===== src/rtl/core_program_loader.sv =====
// Program loader: streams instruction words into the core's instruction
// memory, clears data memory, releases the core for a fixed number of
// cycles, then signals completion.
module core_program_loader #(
    parameter int ADDR_W = 8,
    parameter int RUN_W  = 16
) (
    input  logic              clk,
    input  logic              reset,
    input  logic              start,
    input  logic              abort,
    input  logic [RUN_W-1:0]  run_cycles,
    input  logic              s_valid,
    input  logic [31:0]       s_data,
    input  logic              s_last,
    output logic              s_ready,
    output logic              instruction_write,
    output logic [31:0]       instruction_data,
    output logic [ADDR_W-1:0] instruction_addr,
    output logic              mem_reset_n,
    output logic              core_reset_n,
    output logic              o_running,
    output logic              o_done,
    output logic [ADDR_W:0]   word_count
);

    typedef enum logic [2:0] {IDLE, LOAD, FLUSH, RUN, DONE} state_t;

    state_t           state;
    state_t           state_next;
    logic [RUN_W-1:0] run_cnt;
    logic             handshake;
    logic             wr_en;
    logic             ptr_max;

    assign s_ready = (state == LOAD);

    // Handshake qualification; the low bits of word_count double as the write pointer
    always_comb begin
        handshake = s_valid && s_ready;
        wr_en     = handshake && !abort;
        ptr_max   = (word_count[ADDR_W-1:0] == '1);
    end

    // Next-state selection
    always_comb begin
        state_next = state;
        case (state)
            IDLE:  if (start) state_next = LOAD;
            LOAD: begin
                if (abort)
                    state_next = IDLE;
                else if (handshake && (s_last || ptr_max))
                    state_next = FLUSH;
            end
            FLUSH: begin
                if (abort)
                    state_next = IDLE;
                else if (run_cnt != '0)
                    state_next = RUN;
                else
                    state_next = DONE;
            end
            RUN: begin
                if (abort)
                    state_next = IDLE;
                else if (run_cnt == RUN_W'(1))
                    state_next = DONE;
            end
            DONE:    state_next = IDLE;
            default: state_next = IDLE;
        endcase
    end

    // State register
    always_ff @(posedge clk) begin
        if (reset)
            state <= IDLE;
        else
            state <= state_next;
    end

    // Registered outputs, write port and run counter
    always_ff @(posedge clk) begin
        if (reset) begin
            instruction_write <= 1'b0;
            instruction_data  <= '0;
            instruction_addr  <= '0;
            mem_reset_n       <= 1'b1;
            core_reset_n      <= 1'b0;
            o_running         <= 1'b0;
            o_done            <= 1'b0;
            word_count        <= '0;
            run_cnt           <= '0;
        end else begin
            instruction_write <= 1'b0;
            mem_reset_n       <= 1'b1;
            if (state == IDLE && start) begin
                word_count  <= '0;
                run_cnt     <= run_cycles;
                mem_reset_n <= 1'b0;
            end
            if (wr_en) begin
                instruction_write <= 1'b1;
                instruction_data  <= s_data;
                instruction_addr  <= word_count[ADDR_W-1:0];
                word_count        <= word_count + 1'b1;
            end
            if (state == RUN)
                run_cnt <= run_cnt - 1'b1;
            // Decoded from the next state so these line up with the state they describe
            core_reset_n <= (state_next == RUN) || (state_next == DONE);
            o_running    <= (state_next == RUN);
            o_done       <= (state_next == DONE);
        end
    end

endmodule

===== config.mk =====
export PLATFORM = sky130hd
export DESIGN_NAME = core_program_loader
export DESIGN_NICKNAME = d
export VERILOG_FILES = /design/src/rtl/core_program_loader.sv
export SDC_FILE = /design/constraint.sdc
export NUM_CORES = 1
export LEC_CHECK = 0
export CAP_MARGIN = 40
export CORE_ASPECT_RATIO = 0.5
export CORE_UTILIZATION = 49
export DETAILED_ROUTE_END_ITERATION = 16
export DONT_BUFFER_PORTS = 1
export GPL_TIMING_DRIVEN = 0
export SYNTH_ARGS = -nofsm -noshare
export SYNTH_HDL_FRONTEND = slang
export SYNTH_SLANG_ARGS = --single-unit

===== constraint.sdc =====
create_clock -name clk -period 2 [get_ports clk]
set_clock_uncertainty 0.15 [all_clocks]
set_input_delay 0.3 -clock clk [delete_from_list [all_inputs] [get_ports clk]]
set_output_delay 0.3 -clock clk [all_outputs]
set_load 0.02 [all_outputs]

Word-level counts from Yosys, hierarchy flattened
Index checks and enable logic that the tools add are counted.
{ "totals": {"ff_bits": 73, "word_cells": 44, "inputBits": 54, "output_inout_bits": 55} }
{ "op_classes": {"n_addsub": 2, "n_eq_ne": 7, "n_mux": 14, "n_reduce_logical": 11} }
{ "ops": {"columns": ["op", "count"], "rows": [
  ["two-way mux 16 bit", 2],
  ["two-way mux 3 bit", 7],
  ["two-way mux 9 bit", 2],
  ["equality test 16 x 1 -> 1 bit (second input constant)", 1],
  ["nonzero test 16 bit", 1],
  ["subtractor 16 x 1 -> 16 bit (second input constant)", 1],
  ["one-hot mux 3 bit (4 select lines)", 1],
  ["adder 9 x 1 -> 9 bit (second input constant)", 1],
  ["equality test 3 x 2 -> 1 bit (second input constant)", 3],
  ["equality test 8 bit (second input constant)", 1],
  ["logical AND 1 bit", 4],
  ["nonzero test 2 bit", 2],
  ["equality test 3 x 1 -> 1 bit (second input constant)", 1],
  ["equality test 3 bit (second input constant)", 1],
  ["zero test 3 bit", 1],
  ["logical OR 1 bit", 2],
  ["two-way mux 1 bit", 2],
  ["zero test 1 bit", 1]
]} }

Depth between registers and ports, before layout
Gate-level depths: netlist of the first run.
{ "logic_depth": {"depth_word": 8, "ltp_mapped": 6, "mapped_depth_nobuf": 6} }

Least setup slack after synthesis of the first run
OpenSTA, ideal clock, no wires.
{ "synth_path": {"path_type": "flip-flop to flip-flop", "from": "reg run_cnt[2]", "to": "reg state[1]", "stages_incl_launch_ff": 5, "synth_period_minus_slack_ns": 1.756, "setup_ns": 0.138, "n_path_buf": 0, "setup_slack_ns": 0.244, "arrival_ns": 1.468, "required_ns": 1.712, "path_cell_list": "dfxtp_1 nor4_2 nand4b_1 o31ai_1 o41ai_1"} }
{ "synth_via": {"elab_chain_cells": 4, "word_cells_on_any_way": 7, "cone_classes": "eq/ne: 1; mux: 5; reduce/logical: 1"} }
{ "synth_rtl": {"columns": ["element", "line_no", "source"], "rows": [
  ["from (decl)", "31", "logic [RUN_W-1:0] run_cnt;"],
  ["from (signal assigned)", "100", "run_cnt <= run_cycles;"],
  ["from (signal assigned)", "110", "run_cnt <= run_cnt - 1'b1;"],
  ["equality test 16 x 1 -> 1 bit / nonzero test 16 bit (equally long branches)", "67, 59", null],
  ["two-way mux 3 bit (on tied branches)", "67, 59", null],
  ["two-way mux 3 bit (on tied branches)", "65, 57", null],
  ["one-hot mux 3 bit (4 select lines) (*)", "48", "case (state)"],
  ["to (signal assigned)", "80", "state <= state_next;"],
  ["to (decl)", "29", "state_t state;"]
]} }
Mark *: on every way between the ends. The rest lies on a longest branch, timed or not.
A chain may end at the register's enable or synchronous reset.

Final worst setup path of the first run
{ "layout_path": {"from": "reg state[2]", "to": "reg run_cnt[14]"} }
{ "layout_via": {"elab_chain_cells": 3, "word_cells_on_any_way": 5, "cone_classes": "eq/ne: 1; mux: 1; reduce/logical: 3"} }
{ "layout_rtl": {"columns": ["element", "line_no", "source"], "rows": [
  ["zero test 3 bit", "98", "if (state == IDLE && start) begin"],
  ["logical AND 1 bit", "98", null],
  ["nonzero test 2 bit (no line)", null, null]
]} }
Several ways; a longest one is shown, not always the timed one.

==> results of run 1 <==
## flip-flops by register name (all words and copies together), names as in the netlist, 3 cells and up
signal / count
instruction_data: 32
run_cnt: 16
word_count: 9
instruction_addr: 8
state: 3
## layer usage
layer | GRT usage, % | wire length (microns) | vias to the layer above
li1 | - | - | 1443
met1 | 31.5 | 3650 | 1344
met2 | 42.2 | 3750 | 104
met3 | 11.3 | 723 | 6
met4 | 6.68 | 79 | 0
met5 | 0 | 0 | -
## synth_stat cells, types with 6 or more instances
library cell and number:
clkbuf_1 13, nand3_1 6, dfxtp_1 73, nand2_1 93, a21oi_1 54, buf_2 7, o211ai_1 9, a31oi_1 7
nor2_1 14, or3_1 10, inv_1 7, nor3_1 6
## final timing paths
check,startpoint,to
setup / recovery,state[2]$_SDFF_PP0_,run_cnt[14]$_SDFFE_PP0P_
hold / removal,run_cycles[2],run_cnt[2]$_SDFFE_PP0P_
setup reg to reg,state[2]$_SDFF_PP0_,run_cnt[14]$_SDFFE_PP0P_
hold reg to reg,run_cnt[10]$_SDFFE_PP0P_,run_cnt[10]$_SDFFE_PP0P_
## power groups by stage
stage,Sequential (W),Combinational [W],Clock (W)
final,0.00157,0.000346,0.00162
after global routing,0.00157,0.000380,0.00172
after CTS,0.00156,0.000331,0.00165
after detailed placement,0.00159,0.000250,0
after global placement,0.00159,0.000243,0
after floorplan,0.00158,0.000195,0
## final cells by class
class                   count  area, sq um
clock buffers              10          239
repair buffers             48          465
inverters                   7         26.3
flip-flops and latches     73         1460
fillers                   516         2050
well taps                  88          110
multi-input cells         268         1560
clock inverters             6         65.1
plain buffers              23          108
## timing repair
action / 4_1_cts / 5_1_grt
setup endpoints to repair: 9 / 62
hold buffers: 42 / 0
cloned: 0 / 0
endpoints found under the hold margin: 41 / 0
pin swaps: 2 / 3
setup buffers: 4 / 2
resized for setup: 4 / 10
## stage by stage
stage	power (W)	std cells	TNS, ns
global route	0.00367	523	0
finish	0.00353	523	0
floorplan	0.00178	371	0
global placement	0.00184	459	-0.518
detailed placement	0.00184	459	-0.612
CTS	0.00355	521	0
## worst max-delay path: stages, from the launching register on
cell and delay (ns):
dfxtp_1 0.35, clkbuf_2 0.22, nand3b_1 0.34, or3_1 0.37
or3_1 0.31, o211ai_1 0.08
## cells by family after synthesis
family | Yosys count | share of synthesized area [%]
compound gates | 96 | 18.9
xor+xnor | 1 | 0.283
fa+ha+maj | 4 | 1.62
buf+inv | 30 | 4.16
flops | 73 | 47.2
mux | 4 | 1.33
simple gates | 163 | 26.5
==> results.json, run 1 <==
{
  "r2r_cells": 5,
  "root_buffer": "clkbuf_16",
  "start_util_pct": 50.9,
  "setup_viol": 0,
  "dieArea_sq_mm": 0.00666,
  "synth_edf_count": 0,
  "drtAntennaViolNets": 0,
  "wl_microns": 8200,
  "grt_pass1_wl_microns": 13200,
  "relSlewSlack_pct": 59.9,
  "path_max_fanout": 10,
  "rrSetupSlack_ns": 0.09,
  "holdPathStages": 2,
  "grt_pass1_vias": 2729,
  "overflow": 0,
  "port_buffers": 0,
  "combPwrFrac_pct": 9.8,
  "status": "finished, final reports clean",
  "hpwl_microns": 5470,
  "drive_gt1_share_pct": 10.8,
  "finalMaxSlewViolations": 0,
  "final_cell_area_sq_mm": 0.00403,
  "fin_ws_ns": 0.0925,
  "drc_errors": 0,
  "p_leak_nw": 1.42,
  "num_vias": 2897,
  "cts.sinks": 73,
  "critPathLaunchType": "flip-flop",
  "insertion_delay_ns": 0.33,
  "grt_antenna_before_repair": 0,
  "layout_common_cells": "nand2_1, dfxtp_1, a21oi_1",
  "max_freq_mhz": 524,
  "cts.clk_slew.worst_paths_ns": 0.06,
  "antenna_cells": 0,
  "p_int_w": 0.00266,
  "rsz0062_at_grt": "false",
  "placed_cell_area_sq_mm": 0.00321,
  "io_pins": 109,
  "tightestPinTransition_ns": 0.602,
  "chipWidth_microns": 114,
  "layout_commonest_cell": "nand2_1",
  "pwr-share-clk_pct": 45.8,
  "seq_area_frac_synth_pct": 47.2,
  "grt_max_degree": 14,
  "seqPwrFrac_pct": 44.4,
  "yosys_register_bits": 73,
  "cp.required_ns": 2.10,
  "cts_buffers": 9,
  "synth.top_cell.area_share_pct": 47.2,
  "switching_share_pct": 24.6,
  "fin_crit_ns": 1.91,
  "holdWs_ns": 0.00721,
  "yosys-top-cells-area": "dfxtp_1, nand2_1, a21oi_1",
  "synth_area_sq_mm": 0.00310,
  "ir_drop_mv": 0.597,
  "cts_tree": "yes",
  "synthToLayoutAreaGrowth_pct": 30.2,
  "maxCapViolCount": 0,
  "async_flop_share_pct": 0,
  "synth_nets": 429,
  "post-route-util_pct": 66.3,
  "place_congestion": 0.871,
  "grt_use_total_pct": 25.8,
  "synth_cell_types": 50,
  "switchingPower_w": 0.000869,
  "dr.pass1.iters": 6,
  "hold_viol_final": 0,
  "coreArea_sq_mm": 0.00608,
  "rows": 20,
  "avgRoutedWirePerCell_microns": 15.7,
  "ys_warn_count": 0,
  "die_h_microns": 58.2,
  "fin_crit_sh_pct": 95.4,
  "power_density_mw_per_mm2": 876,
  "drt_iter0_markers": 226,
  "synthFlopType": "dfxtp_1",
  "viasPerCell": 5.54,
  "hold_path_class": "in -> reg",
  "htreeDepth": 3,
  "syn_area_per_cell_sq_um": 8.35,
  "syn_inst": 371,
  "pre_cts_slack_ns": -0.183,
  "crit_type": "reg -> reg",
  "clockBufferDepth": 2,
  "fin_nets": 488,
  "crit_path_end_kind": "flip-flop",
  "arrival_ns": 2.01,
  "yosys.area.top_type": "dfxtp_1"
}
Power figures use the tool's default switching activity.
==> run 2: changes to the inputs <==
Settings changed: REMOVE_ABC_BUFFERS from default to 1.
==> results.json, run 2 (synthesis results as in run 1) <==
{
  "status": "finished, final reports clean",
  "crit_path_end_kind": "flip-flop",
  "path_max_fanout": 17,
  "dr.pass1.iters": 4,
  "layout_common_cells": "nand2_1, dfxtp_1, a21oi_1",
  "crit_slowest_cell": "or4b_4",
  "seqPwrFrac_pct": 47.2,
  "power_density_mw_per_mm2": 819,
  "clockBufferDepth": 2,
  "layout_commonest_cell": "nand2_1",
  "regMostFlops": "instruction_data",
  "min-delay-start": "run_cycles[2]",
  "relSlewSlack_pct": 55.1,
  "hpwl_microns": 4650,
  "fin_crit_sh_pct": 96.2,
  "grt_antenna_before_repair": 0,
  "largestRegisters": "instruction_data x32, run_cnt x16, word_count x9",
  "p_leak_nw": 1.42,
  "maxCapViolCount": 0,
  "wl_microns": 8140,
  "crit_type": "reg -> reg",
  "num_vias": 2876,
  "place_inst": 438,
  "placed_cell_area_sq_mm": 0.00314,
  "finalMaxSlewViolations": 0,
  "switching_share_pct": 24.6,
  "fin_ws_ns": 0.0755,
  "arrival_ns": 1.99,
  "start_util_pct": 50.9,
  "pwr-share-clk_pct": 42.2,
  "io_pins": 109,
  "cts.clk_slew.worst_paths_ns": 0.05,
  "max_freq_mhz": 520,
  "critPathLaunchType": "flip-flop",
  "combPwrFrac_pct": 10.6,
  "p_int_w": 0.00251,
  "reg2reg_from": "state[1]$_SDFF_PP0_",
  "overflow": 0,
  "cts_tree": "yes",
  "synthToLayoutAreaGrowth_pct": 31.2,
  "hold_path_class": "in -> reg",
  "cp_top_family": "simple AND/OR/NAND/NOR gates",
  "layout.cells.non_filler": 511,
  "dieArea_sq_mm": 0.00666,
  "drtAntennaViolNets": 0,
  "multi_input_area_sq_mm": 0.00159,
  "ir_drop_mv": 0.547,
  "port_buffers": 0,
  "die_h_microns": 58.2,
  "worst-path-buf-inv": 1,
  "coreArea_sq_mm": 0.00608,
  "final_cell_area_sq_mm": 0.00406,
  "pre_cts_slack_ns": -0.846,
  "slowest_delay_ns": 0.67,
  "chipWidth_microns": 114,
  "grt_max_degree": 66,
  "path_cells": "buf_12, or4b_4, and3_1, mux2_2",
  "setup_viol": 0,
  "grt_pass1_vias": 2622,
  "grt_pass1_wl_microns": 12500,
  "cts_buffers": 9,
  "fin_crit_ns": 1.92,
  "hold_viol_final": 0,
  "grt_use_total_pct": 24.3,
  "tightestPinTransition_ns": 0.672,
  "drive_gt1_share_pct": 12.5,
  "rows": 20,
  "viasPerCell": 5.63,
  "seqCellArea_sq_mm": 0.00147,
  "htreeDepth": 3,
  "place_congestion": 0.785,
  "drc_errors": 0,
  "antenna_cells": 0,
  "cts.sinks": 73,
  "avgRoutedWirePerCell_microns": 15.9,
  "switchingPower_w": 0.000817,
  "insertion_delay_ns": 0.33,
  "cp.required_ns": 2.07,
  "startpoint": "state[1]$_SDFF_PP0_",
  "largest_reg_flops": 32,
  "root_buffer": "clkbuf_16",
  "drt_iter0_markers": 155,
  "nFillCells": 501,
  "fin_nets": 476
}
## run 2: power groups by stage
stage                     logic (W)  registers [W]  clock network, W
after floorplan            0.000165        0.00159                 0
after global placement     0.000201        0.00160                 0
after detailed placement   0.000213        0.00160                 0
after CTS                  0.000317        0.00157           0.00145
after global routing       0.000387        0.00157           0.00150
final                      0.000353        0.00157           0.00140
## run 2: what timing repair did
item                                    4_1_cts  5_1_grt
resized for setup                            10       10
endpoints found under the setup margin       54       26
buffers inserted                              2       11
hold endpoints to repair                     65        0
gates cloned                                  1        1
hold buffers                                 42        0
pin swaps                                     3        7
## run 2: final cells by class
class                           instances  area share [%]
Tap cell                               88            2.71
Multi-Input combinational cell        270            39.1
Inverter                                7           0.647
Clock buffer                           11            5.73
Sequential cell                        73            36.3
Timing Repair Buffer                   57            14.8
Clock inverter                          5           0.801
## run 2: worst paths after layout
| kind | endpoint | slack (ns) | cells past startpoint |
|---|---|---|---|
| setup / recovery | word_count[6]$_SDFFE_PP0P_ | 0.08 | 4 |
| hold / removal | run_cnt[2]$_SDFFE_PP0P_ | 0.02 | 2 |
| setup reg to reg | word_count[6]$_SDFFE_PP0P_ | 0.08 | 4 |
| hold reg to reg | run_cnt[12]$_SDFFE_PP0P_ | 0.37 | 1 |
## run 2: metrics by stage
stage	power, W	setup TNS, ns	util, %	hold slack (ns)
2_1_floorplan	0.00175	-11.77	-	0.219
3_3_place_gp	0.00180	-39.87	51.0	0.225
3_5_place_dp	0.00181	-19.04	51.7	0.226
4_1_cts	0.00334	-0.0472	64.3	0.00925
5_1_grt	0.00346	-0.00274	66.8	0.0232
6_report	0.00333	0	66.8	0.0200
## run 2: layer usage
layer | global-route usage (%) | part of all wire (%) | vias up | wire [microns]
li1 | - | - | 1422 | -
met1 | 27.6 | 44 | 1368 | 3580
met2 | 42.9 | 48 | 81 | 3890
met3 | 9.52 | 7.7 | 5 | 629
met4 | 7.05 | 0.52 | 0 | 42
met5 | 0 | 0 | - | 0
==> run 3: changes to the inputs <==
Settings changed: ABC_AREA from default to 1, CELL_PAD_IN_SITES_DETAIL_PLACEMENT from default to 1, CELL_PAD_IN_SITES_GLOBAL_PLACEMENT from default to 1, CORE_UTILIZATION 49 to 43, PLACE_DENSITY_LB_ADDON from default to 0.1.
==> results.json, run 3 <==
{
  "status": "finished, final reports clean",
  "fin_nets": 559,
  "grt_pass1_wl_microns": 17000,
  "synthSimpleGateAreaFrac_pct": 30.2,
  "fin_crit_ns": 1.83,
  "hold_viol_final": 0,
  "num_vias": 3246,
  "synth.top_cell.area_share_pct": 45.3,
  "synthAdderAreaFrac_pct": 1.55,
  "drt_iter0_markers": 110,
  "drtAntennaViolNets": 0,
  "antenna_cells": 0,
  "min-delay-start": "run_cycles[8]",
  "cts_buffers": 9,
  "fin_ws_ns": 0.171,
  "slowest_delay_ns": 0.36,
  "grt_pass1_vias": 3478,
  "drc_errors": 0,
  "hpwl_microns": 6090,
  "synth_edf_count": 0,
  "crit_path_end_kind": "flip-flop",
  "relSlewSlack_pct": 66.7,
  "p_leak_nw": 1.61,
  "critPathLaunchType": "flip-flop",
  "die_h_microns": 63.3,
  "setup_viol": 0,
  "pre_cts_slack_ns": -0.191,
  "regMostFlops": "instruction_data",
  "synthXorXnorAreaFrac_pct": 0,
  "grt_antenna_before_repair": 0,
  "yosys-top-cells-area": "dfxtp_1, nand2_1, a21oi_1",
  "rows": 21,
  "hold_path_end": "run_cnt[8]$_SDFFE_PP0P_",
  "place_congestion": 0.847,
  "synth_mux_area_share_pct": 0,
  "yosys_register_bits": 73,
  "cts_tree": "yes",
  "grt_max_degree": 57,
  "avgRoutedWirePerCell_microns": 17.4,
  "layout_common_cells": "nand2_1, dfxtp_1, a21oi_1",
  "yosys.area.top_type": "dfxtp_1",
  "crit_type": "reg -> reg",
  "ir_drop_mv": 0.519,
  "seq_area_frac_synth_pct": 45.3,
  "layout_commonest_cell": "nand2_1",
  "crit_slowest_cell": "or2_2",
  "dieArea_sq_mm": 0.00788,
  "grt_use_total_pct": 27.4,
  "drive_gt1_share_pct": 8.50,
  "power_density_mw_per_mm2": 898,
  "synth_most_common_cell": "nand2_1",
  "path_cells": "inv_2, nand3_2, nor2_2, nand2_8, or2_2, a21oi_1",
  "tightestPinTransition_ns": 0.499,
  "largest_reg_flops": 32,
  "port_buffers": 0,
  "post-route-util_pct": 57.7,
  "root_buffer": "clkbuf_16",
  "clockBufferDepth": 2,
  "holdWs_ns": 0.0379,
  "maxCapViolCount": 0,
  "max_freq_mhz": 547,
  "ys_warn_count": 0,
  "cp.required_ns": 2.11,
  "chipWidth_microns": 125,
  "reg2reg_from": "state[1]$_SDFF_PP0_",
  "rsz0062_at_grt": "false",
  "synth_top_family_by_area": "simple AND/OR/NAND/NOR gates",
  "finalMaxSlewViolations": 0,
  "cts.sinks": 73,
  "io_pins": 109,
  "syn_inst": 465,
  "syn_area_per_cell_sq_um": 6.94,
  "synthFlopType": "dfxtp_1",
  "hold_path_class": "in -> reg",
  "dr.pass1.iters": 6,
  "synth_cell_types": 27,
  "setup_tns_ns": 0,
  "path_max_fanout": 44,
  "cts.clk_slew.worst_paths_ns": 0.06,
  "power_w": 0.00361,
  "fin_crit_sh_pct": 91.5,
  "overflow": 0,
  "viasPerCell": 5.43,
  "nFillCells": 883,
  "synth_common_cells": "nand2_1, dfxtp_1, a21oi_1",
  "largestRegisters": "instruction_data x32, run_cnt x16, word_count x9",
  "wl_microns": 10400,
  "arrival_ns": 1.93,
  "synthToLayoutAreaGrowth_pct": 24.4,
  "synth_area_sq_mm": 0.00323,
  "insertion_delay_ns": 0.34,
  "reg2reg_to": "word_count[0]$_SDFFE_PP0P_",
  "start_util_pct": 46.4,
  "synth_compound_area_share_pct": 14.9,
  "r2r_cells": 6,
  "async_flop_share_pct": 0,
  "coreArea_sq_mm": 0.00696,
  "holdPathStages": 4,
  "rrSetupSlack_ns": 0.17,
  "htreeDepth": 3
}
[run 3: changes by cell type after synthesis, sizes merged, moves of 11 or more]
cell	previous run	this run
inv	7	38
nand2	93	158
nand3	6	22
nor2	14	53
o21ai	4	21
or3	11	0
[run 3: layout make-up]
class                   instances  area [sq um]  area share (%)
inverters                      38           150            3.74
well taps                      92           115            2.87
multi-input cells             335          1540            38.3
repair buffers                 44           445            11.1
flip-flops and latches         73          1460            36.4
clock inverters                 7          76.3            1.90
clock buffers                   9           225            5.61
[run 3: metal layers]
metal / routed length (microns) / GRT usage [%] / up-vias
li1: - / - / 1560
met5: 0 / 0 / -
met4: 208 / 9.64 / 0
met1: 4400 / 29.8 / 1568
met3: 629 / 9.09 / 20
met2: 5170 / 50.2 / 98
[run 3: through the flow]
stage | instance area (sq um) | cells
after floorplan | 3110 | 446
after global placement | 3230 | 538
after detailed placement | 3240 | 539
after CTS | 3970 | 594
after global routing | 4020 | 598
final | 4020 | 598
[run 3: worst max-delay path by stage]
stage | cells past startpoint | to | from | slack, ns
6_report | 6 | word_count[0]$_SDFFE_PP0P_ | state[1]$_SDFF_PP0_ | 0.17
5_1_grt | 8 | word_count[7]$_SDFFE_PP0P_ | state[1]$_SDFF_PP0_ | 0.009
4_1_cts | 6 | word_count[6]$_SDFFE_PP0P_ | state[2]$_SDFF_PP0_ | 0.04
3_5_place_dp | 7 | run_cnt[7]$_SDFFE_PP0P_ | state[0]$_SDFF_PP0_ | -0.19
3_3_place_gp | 6 | word_count[6]$_SDFFE_PP0P_ | state[2]$_SDFF_PP0_ | -0.40
2_1_floorplan | 6 | word_count[6]$_SDFFE_PP0P_ | state[2]$_SDFF_PP0_ | 0.05
[run 3: cell families (layout without fill, tap and decap cells)]
family | after synthesis | after routing
DFF | 73 | 73
and+or+nand+nor | 240 | 240
adders and majority gates | 4 | 4
buffers and inverters | 57 | 98
AOI/OAI and AO/OA | 91 | 91
[run 3: power by group]
part | internal (W) | switching [W]
combinational | 0.000149 | 0.000252
clock | 0.000976 | 0.000664
sequential | 0.00150 | 0.0000672
[run 3: what timing repair did]
item	in CTS	in global routing
hold buffers	36	0
pin swaps	0	1
buffers inserted	3	4
endpoints found under the setup margin	22	35
resized for setup	5	5
hold endpoints to repair	56	0
[run 3: worst max-delay path: cells and delay by family, from the launching register on]
family	cells	cell delay (ns)
AO/OA/AOI/OAI	1	0.17
buffers and inverters	1	0.10
flip-flops	1	0.33
AND/OR/NAND/NOR	4	0.99
